<file path="config.mk">
export PLATFORM = sky130hd
export DESIGN_NAME = timer_irq_ctrl
export DESIGN_NICKNAME = d
export VERILOG_FILES = /design/src/rtl/timer_irq_ctrl.sv
export SDC_FILE = /design/constraint.sdc
export NUM_CORES = 1
export LEC_CHECK = 0
export BUFFER_PORTS_ARGS = -buffer_cell sky130_fd_sc_hd__buf_2
export CAP_MARGIN = 30
export CELL_PAD_IN_SITES_DETAIL_PLACEMENT = 1
export CELL_PAD_IN_SITES_GLOBAL_PLACEMENT = 2
export CORE_ASPECT_RATIO = 1.75
export CORE_UTILIZATION = 35
export CTS_CLUSTER_DIAMETER = 80
export DETAILED_ROUTE_END_ITERATION = 8
export GPL_TIMING_DRIVEN = 0
export PLACE_DENSITY = 0.87
export RECOVER_POWER = 50
export SLEW_MARGIN = 15
export SYNTH_ARGS = -nofsm -noshare
export SYNTH_HDL_FRONTEND = slang
export SYNTH_SLANG_ARGS = --single-unit
</file>
<file path="constraint.sdc">
create_clock -name clk -period 6.2 [get_ports clk]
set_input_delay 0.62 -clock clk [delete_from_list [all_inputs] [get_ports clk]]
set_output_delay 0.62 -clock clk [all_outputs]
set_load 0.01 [all_outputs]
</file>
<file path="src/rtl/timer_irq_ctrl.sv">
// -----------------------------------------------------------------------------
// timer_irq_ctrl
//
// Memory-mapped interval timer and interrupt controller for the single-cycle
// MIPS CPU. Firmware programs a reload value (TH), a running count (TL) and a
// control word (TCON). The count advances once per prescaler tick. When it
// passes 32'hFFFF_FFFF it reloads from TH and, if enabled, raises the
// interrupt flag. The ISR acknowledges the interrupt by clearing TCON bits.
//
// Register map (byte offset from BASE_ADDR):
//   0x00 TH    reload value, R/W
//   0x04 TL    count value,  R/W
//   0x08 TCON  [0] TEN  [1] TIE  [2] TIF  [3] ONESHOT, [31:4] read 0
//   0x0C       reads 0, writes ignored
//
// Ports:
//   clk        system clock, rising-edge
//   reset      asynchronous, active-low reset
//   addr       bus byte address (word aligned)
//   wdata      bus write data
//   memread    bus read strobe
//   memwrite   bus write strobe, commits on the rising edge
//   rdata      combinational read data (pre-write value on read+write)
//   irq        registered interrupt request, TIE & TIF
//   state_dbg  current FSM state (0 = IDLE, 1 = COUNT)
// -----------------------------------------------------------------------------
module timer_irq_ctrl #(
    parameter logic [31:0] BASE_ADDR = 32'h4000_0000,
    parameter int unsigned PRESC_DIV = 1
) (
    input  logic        clk,
    input  logic        reset,
    input  logic [31:0] addr,
    input  logic [31:0] wdata,
    input  logic        memread,
    input  logic        memwrite,
    output logic [31:0] rdata,
    output logic        irq,
    output logic        state_dbg
);

    typedef enum logic {
        IDLE  = 1'b0,
        COUNT = 1'b1
    } state_t;

    localparam logic [15:0] PRESC_LAST = 16'(PRESC_DIV - 1);

    state_t      state, state_next;
    logic [15:0] presc_cnt, presc_next;
    logic [31:0] th, th_next;
    logic [31:0] tl, tl_next;
    logic        ten, ten_next;
    logic        tie, tie_next;
    logic        tif, tif_next;
    logic        oneshot, oneshot_next;
    logic        irq_q;

    logic        hit;
    logic        wr_th, wr_tl, wr_tcon;
    logic        tick;
    logic        overflow;
    logic        set_tif;

    // Address decode: upper 28 bits select the 16-byte window.
    assign hit     = (addr[31:4] == BASE_ADDR[31:4]);
    assign wr_th   = memwrite && hit && (addr[3:2] == 2'd0);
    assign wr_tl   = memwrite && hit && (addr[3:2] == 2'd1);
    assign wr_tcon = memwrite && hit && (addr[3:2] == 2'd2);

    assign tick     = (state == COUNT) && (presc_cnt == PRESC_LAST);
    assign overflow = tick && (tl == 32'hFFFF_FFFF);
    // Uses the TIE held before any same-edge TCON write.
    assign set_tif  = overflow && tie;

    // Read path is purely combinational, so a read concurrent with a write
    // returns the old register value.
    always_comb begin
        rdata = 32'h0;
        if (memread && hit) begin
            case (addr[3:2])
                2'd0:    rdata = th;
                2'd1:    rdata = tl;
                2'd2:    rdata = {28'h0, oneshot, tif, tie, ten};
                default: rdata = 32'h0;
            endcase
        end
    end

    // Next-state and register-update logic.
    always_comb begin
        th_next      = th;
        tl_next      = tl;
        ten_next     = ten;
        tie_next     = tie;
        tif_next     = tif | set_tif;
        oneshot_next = oneshot;
        state_next   = state;
        presc_next   = 16'd0;

        if (wr_th) begin
            th_next = wdata;
        end

        // A bus write to TL takes priority over increment and reload; the
        // reload uses the TH value from before any same-edge TH write.
        if (wr_tl) begin
            tl_next = wdata;
        end else if (overflow) begin
            tl_next = th;
        end else if (tick) begin
            tl_next = tl + 32'd1;
        end

        if (overflow && oneshot) begin
            ten_next = 1'b0;
        end

        // A TCON write overrides the one-shot auto-clear, but the overflow
        // flag is OR'ed in so a coincident overflow is never lost.
        if (wr_tcon) begin
            ten_next     = wdata[0];
            tie_next     = wdata[1];
            tif_next     = wdata[2] | set_tif;
            oneshot_next = wdata[3];
        end

        // The FSM follows TEN on the same edge that TEN changes.
        case (state)
            IDLE:    state_next = ten_next ? COUNT : IDLE;
            COUNT:   state_next = ten_next ? COUNT : IDLE;
            default: state_next = IDLE;
        endcase

        // Prescaler only runs while staying in COUNT; entering COUNT from
        // IDLE always begins a fresh period at 0.
        if (state == COUNT && state_next == COUNT) begin
            presc_next = tick ? 16'd0 : presc_cnt + 16'd1;
        end
    end

    always_ff @(posedge clk or negedge reset) begin
        if (!reset) begin
            state     <= IDLE;
            presc_cnt <= 16'd0;
            th        <= 32'h0;
            tl        <= 32'h0;
            ten       <= 1'b0;
            tie       <= 1'b0;
            tif       <= 1'b0;
            oneshot   <= 1'b0;
            irq_q     <= 1'b0;
        end else begin
            state     <= state_next;
            presc_cnt <= presc_next;
            th        <= th_next;
            tl        <= tl_next;
            ten       <= ten_next;
            tie       <= tie_next;
            tif       <= tif_next;
            oneshot   <= oneshot_next;
            // Registered from the current flags: lags the flag change by one edge.
            irq_q     <= tie & tif;
        end
    end

    assign irq       = irq_q;
    assign state_dbg = state;

endmodule

</file>
==> flow_summary.toml <==
[timing]
setup_viol = 0
worst_slew_pin_slew_ns = 2.40
fin_setup_tns_ns = 0
final.min_clock_period_ns = 3.91
maxSlewViolCount = 39
final.period_utilization = 0.630
fmax_ghz = 0.256
rsz0062_at_grt = "no"
fin_skew_ns = 0.00937
setup_slack_ns = 2.29
finalHoldViolCount = 0
holdWs_ns = 0.470
maxSlewHeadroom = -0.597

[worst_setup_path]
critical_path_class = "input port to primary output"
arrival_ns = 3.29
cp-start-kind = "input port"
crit_fanout = 10
end_kind = "primary output"
crit_required_ns = 5.58

[cts]
h-tree-depth = 3
cts_hold_buf = 0
clkTransAtPathRegs_ns = 0.06
clockBufferDepth = 2
clk_latency_ns = 0.35
root_buffer = "clkbuf_16"
cts_sinks = 85
post_cts_buffers = 0
cts_buffers = 9
post_cts_resize_count = 0
cts_tree = "built"

[yosys]
synth_cells = 559
ys_warn_count = 0
synth_top_cell_area_share = 0.415
ys_types = 55
ys_async_sr_fraction = 1.00
synth_area_leaders = "dfrtp_1 (41%), mux2i_1 (8.2%), mux2_2 (7.5%)"
synth_area_per_cell_um2 = 9.17
ys_seq_elements = 85
synth_top_area_cell = "dfrtp_1"
synth-edff-count = 0
synth_area_mm2 = 0.00513
seq_area_frac_synth = 0.415
synth_nets = 630
synth_ff_type = "dfrtp_1"

[route]
antenna_left = 0
viasPerCell = 5.61
initialDrtViolationCount = 230
drc_errors = 0
routed_wl_um = 17800
num_vias = 4795
wl_per_cell_um = 20.8
drt_pass1_iterations = 4

[power]
p_leak_uw = 0.00297
powerDensity_mw_per_mm2 = 189
ir_drop_v = 0.000123

[die]
start_util = 0.357
die_w_um = 93.5
io_pins = 102
num_rows = 58
core_area_mm2 = 0.0144
die_area_mm2 = 0.0152
die_h_um = 162

[status]
failed_checks = "max-capacitance violations, max-slew violations"
status = "complete, but fails checks"

[global_route]
grt_max_degree = 48
grt_pass1_vias = 5260
antenna_found_initial = 0
grt_pass1_wl_um = 28500
grt_usage = 0.250
overflow = 0

[flow_run]
maxCapViolCount = 1

[finish]
area_delta_synth_final_pct = 20.0
n_antenna_cell = 0
drive_above_1_share = 0.241
num-nets-final = 741
postLayoutCoreUtil = 0.428

[placed_design]
pre_cts_ws_ns = 2.23
globalplace.congestion = 0.845
dp.final_hpwl_um = 13500
port_buffers = 98

[min_path]
hold_class = "flip-flop to flip-flop"
-- stage by stage --
| step | cell area (µm²) | power (µW) | std cells |
|---|---|---|---|
| finish | 6160 | 1160 | 855 |
| floorplan | 5130 | 580 | 559 |
| global placement | 5840 | 620 | 837 |
| CTS | 6170 | 1170 | 854 |
| global route | 6160 | 1200 | 855 |
| detailed placement | 5870 | 624 | 838 |
-- synthesized netlist by cell type (4+ instances only) --
| cell | number |
|---|---|
| dfrtp_1 | 85 |
| mux2i_1 | 42 |
| mux2_2 | 34 |
| xnor2_1 | 11 |
| a31oi_1 | 4 |
| a21oi_1 | 28 |
| nor2_1 | 80 |
| and3_1 | 15 |
| clkbuf_1 | 13 |
| xor2_1 | 21 |
| and2_1 | 5 |
| and4_1 | 10 |
| or3_1 | 5 |
| nand2_1 | 58 |
| nand3_1 | 24 |
| inv_1 | 5 |
| a21o_1 | 4 |
| nand4_1 | 11 |
| o21ai_0 | 22 |
| nor3_1 | 11 |
| buf_1 | 5 |
| nor4_1 | 8 |
| buf_2 | 8 |
-- path summary, 6_finish.rpt --
| path | endpoint | cells after the start | slack, ns | startpoint |
|---|---|---|---|---|
| min in group asynchronous | irq | 1 | 0.99 | reset |
| setup / recovery | rdata[16] | 10 | 2.29 | addr[20] |
| max in group asynchronous | th[16] | 1 | 3.83 | reset |
| setup reg to reg | tl[11] | 8 | 2.94 | presc_cnt[0] |
| hold / removal | presc_cnt[0] | 1 | 0.47 | presc_cnt[0] |
| hold reg to reg | presc_cnt[0] | 1 | 0.47 | presc_cnt[0] |
-- layer usage --
layer  global-route usage  part of all wire  vias up
met1                0.262              0.36     2429
li1                     -                 -     2228
met5                    0                 0        -
met3               0.0370             0.031       41
met4                0.117             0.033        0
met2                0.475              0.57       97
-- critical path, stage by stage --
cell and delay [ns]:
buf_2 0.10, nor4_1 0.42, nand3_1 0.18, nor2_1 0.38
nand2_1 0.24, or2_2 0.33, clkbuf_1 0.26, buf_1 0.35
nor2_1 0.23, buf_2 0.16
-- layout make-up --
cell class | instances | area [µm²]
Inverter | 5 | 18.8
Clock buffer | 11 | 233
Tap cell | 180 | 225
Timing Repair Buffer | 100 | 519
Sequential cell | 85 | 2130
Buffer | 29 | 126
Clock inverter | 5 | 61.3
Multi-Input combinational cell | 440 | 2850
Fill cell | 1731 | 8210
-- flip-flops by register name, indices dropped and copies added (netlist names) --
register   cells
state_dbg      1
oneshot        1
tif            1
tl            32
presc_cnt     16
tie            1
th            32
irq            1
-- power breakdown --
| part | switching [µW] | internal, µW | leakage [µW] |
|---|---|---|---|
| combinational | 34.0 | 24.1 | 0.00171 |
| sequential | 0.159 | 555 | 0.00113 |
| clock | 235 | 313 | 0.000132 |
| total | 269 | 892 | 0.00297 |
-- layout by cell type (no fill, tap or decap), drive strengths merged, types with 2 or more instances in the layout --
| cell | count |
|---|---|
| and4 | 10 |
| and2 | 6 |
| a41oi | 2 |
| a22oi | 3 |
| nor4 | 9 |
| buf | 110 |
| inv | 5 |
| nor2 | 81 |
| nor3 | 12 |
| or4 | 3 |
| o211ai | 2 |
| clkinvlp | 3 |
| xnor2 | 11 |
| nor4b | 2 |
| a211oi | 2 |
| mux2 | 34 |
| a311oi | 3 |
| o221ai | 2 |
| o21ai | 24 |
| a21oi | 28 |
| nand3 | 25 |
| clkbuf | 30 |
| a21o | 4 |
| xor2 | 21 |
| nand4 | 12 |
| dfrtp | 85 |
| and3 | 15 |
| or4b | 3 |
| or2 | 2 |
| o31ai | 3 |
| or3 | 5 |
| a31oi | 4 |
| nand2 | 58 |
| mux2i | 42 |
| ha | 3 |
-- kinds of logic (layout without fill, tap and decap cells) --
family,count (synthesis),in the layout,share of synthesized area
AND/OR/NAND/NOR,247,247,0.242
XOR/XNOR,32,32,0.0546
multiplexers,76,76,0.157
AO/OA/AOI/OAI,82,82,0.0964
buffers and inverters,34,150,0.0285
adder cells (fa/ha/maj),3,3,0.00732
flip-flops,85,85,0.415
No activity file was read; power rests on OpenSTA's default activity.
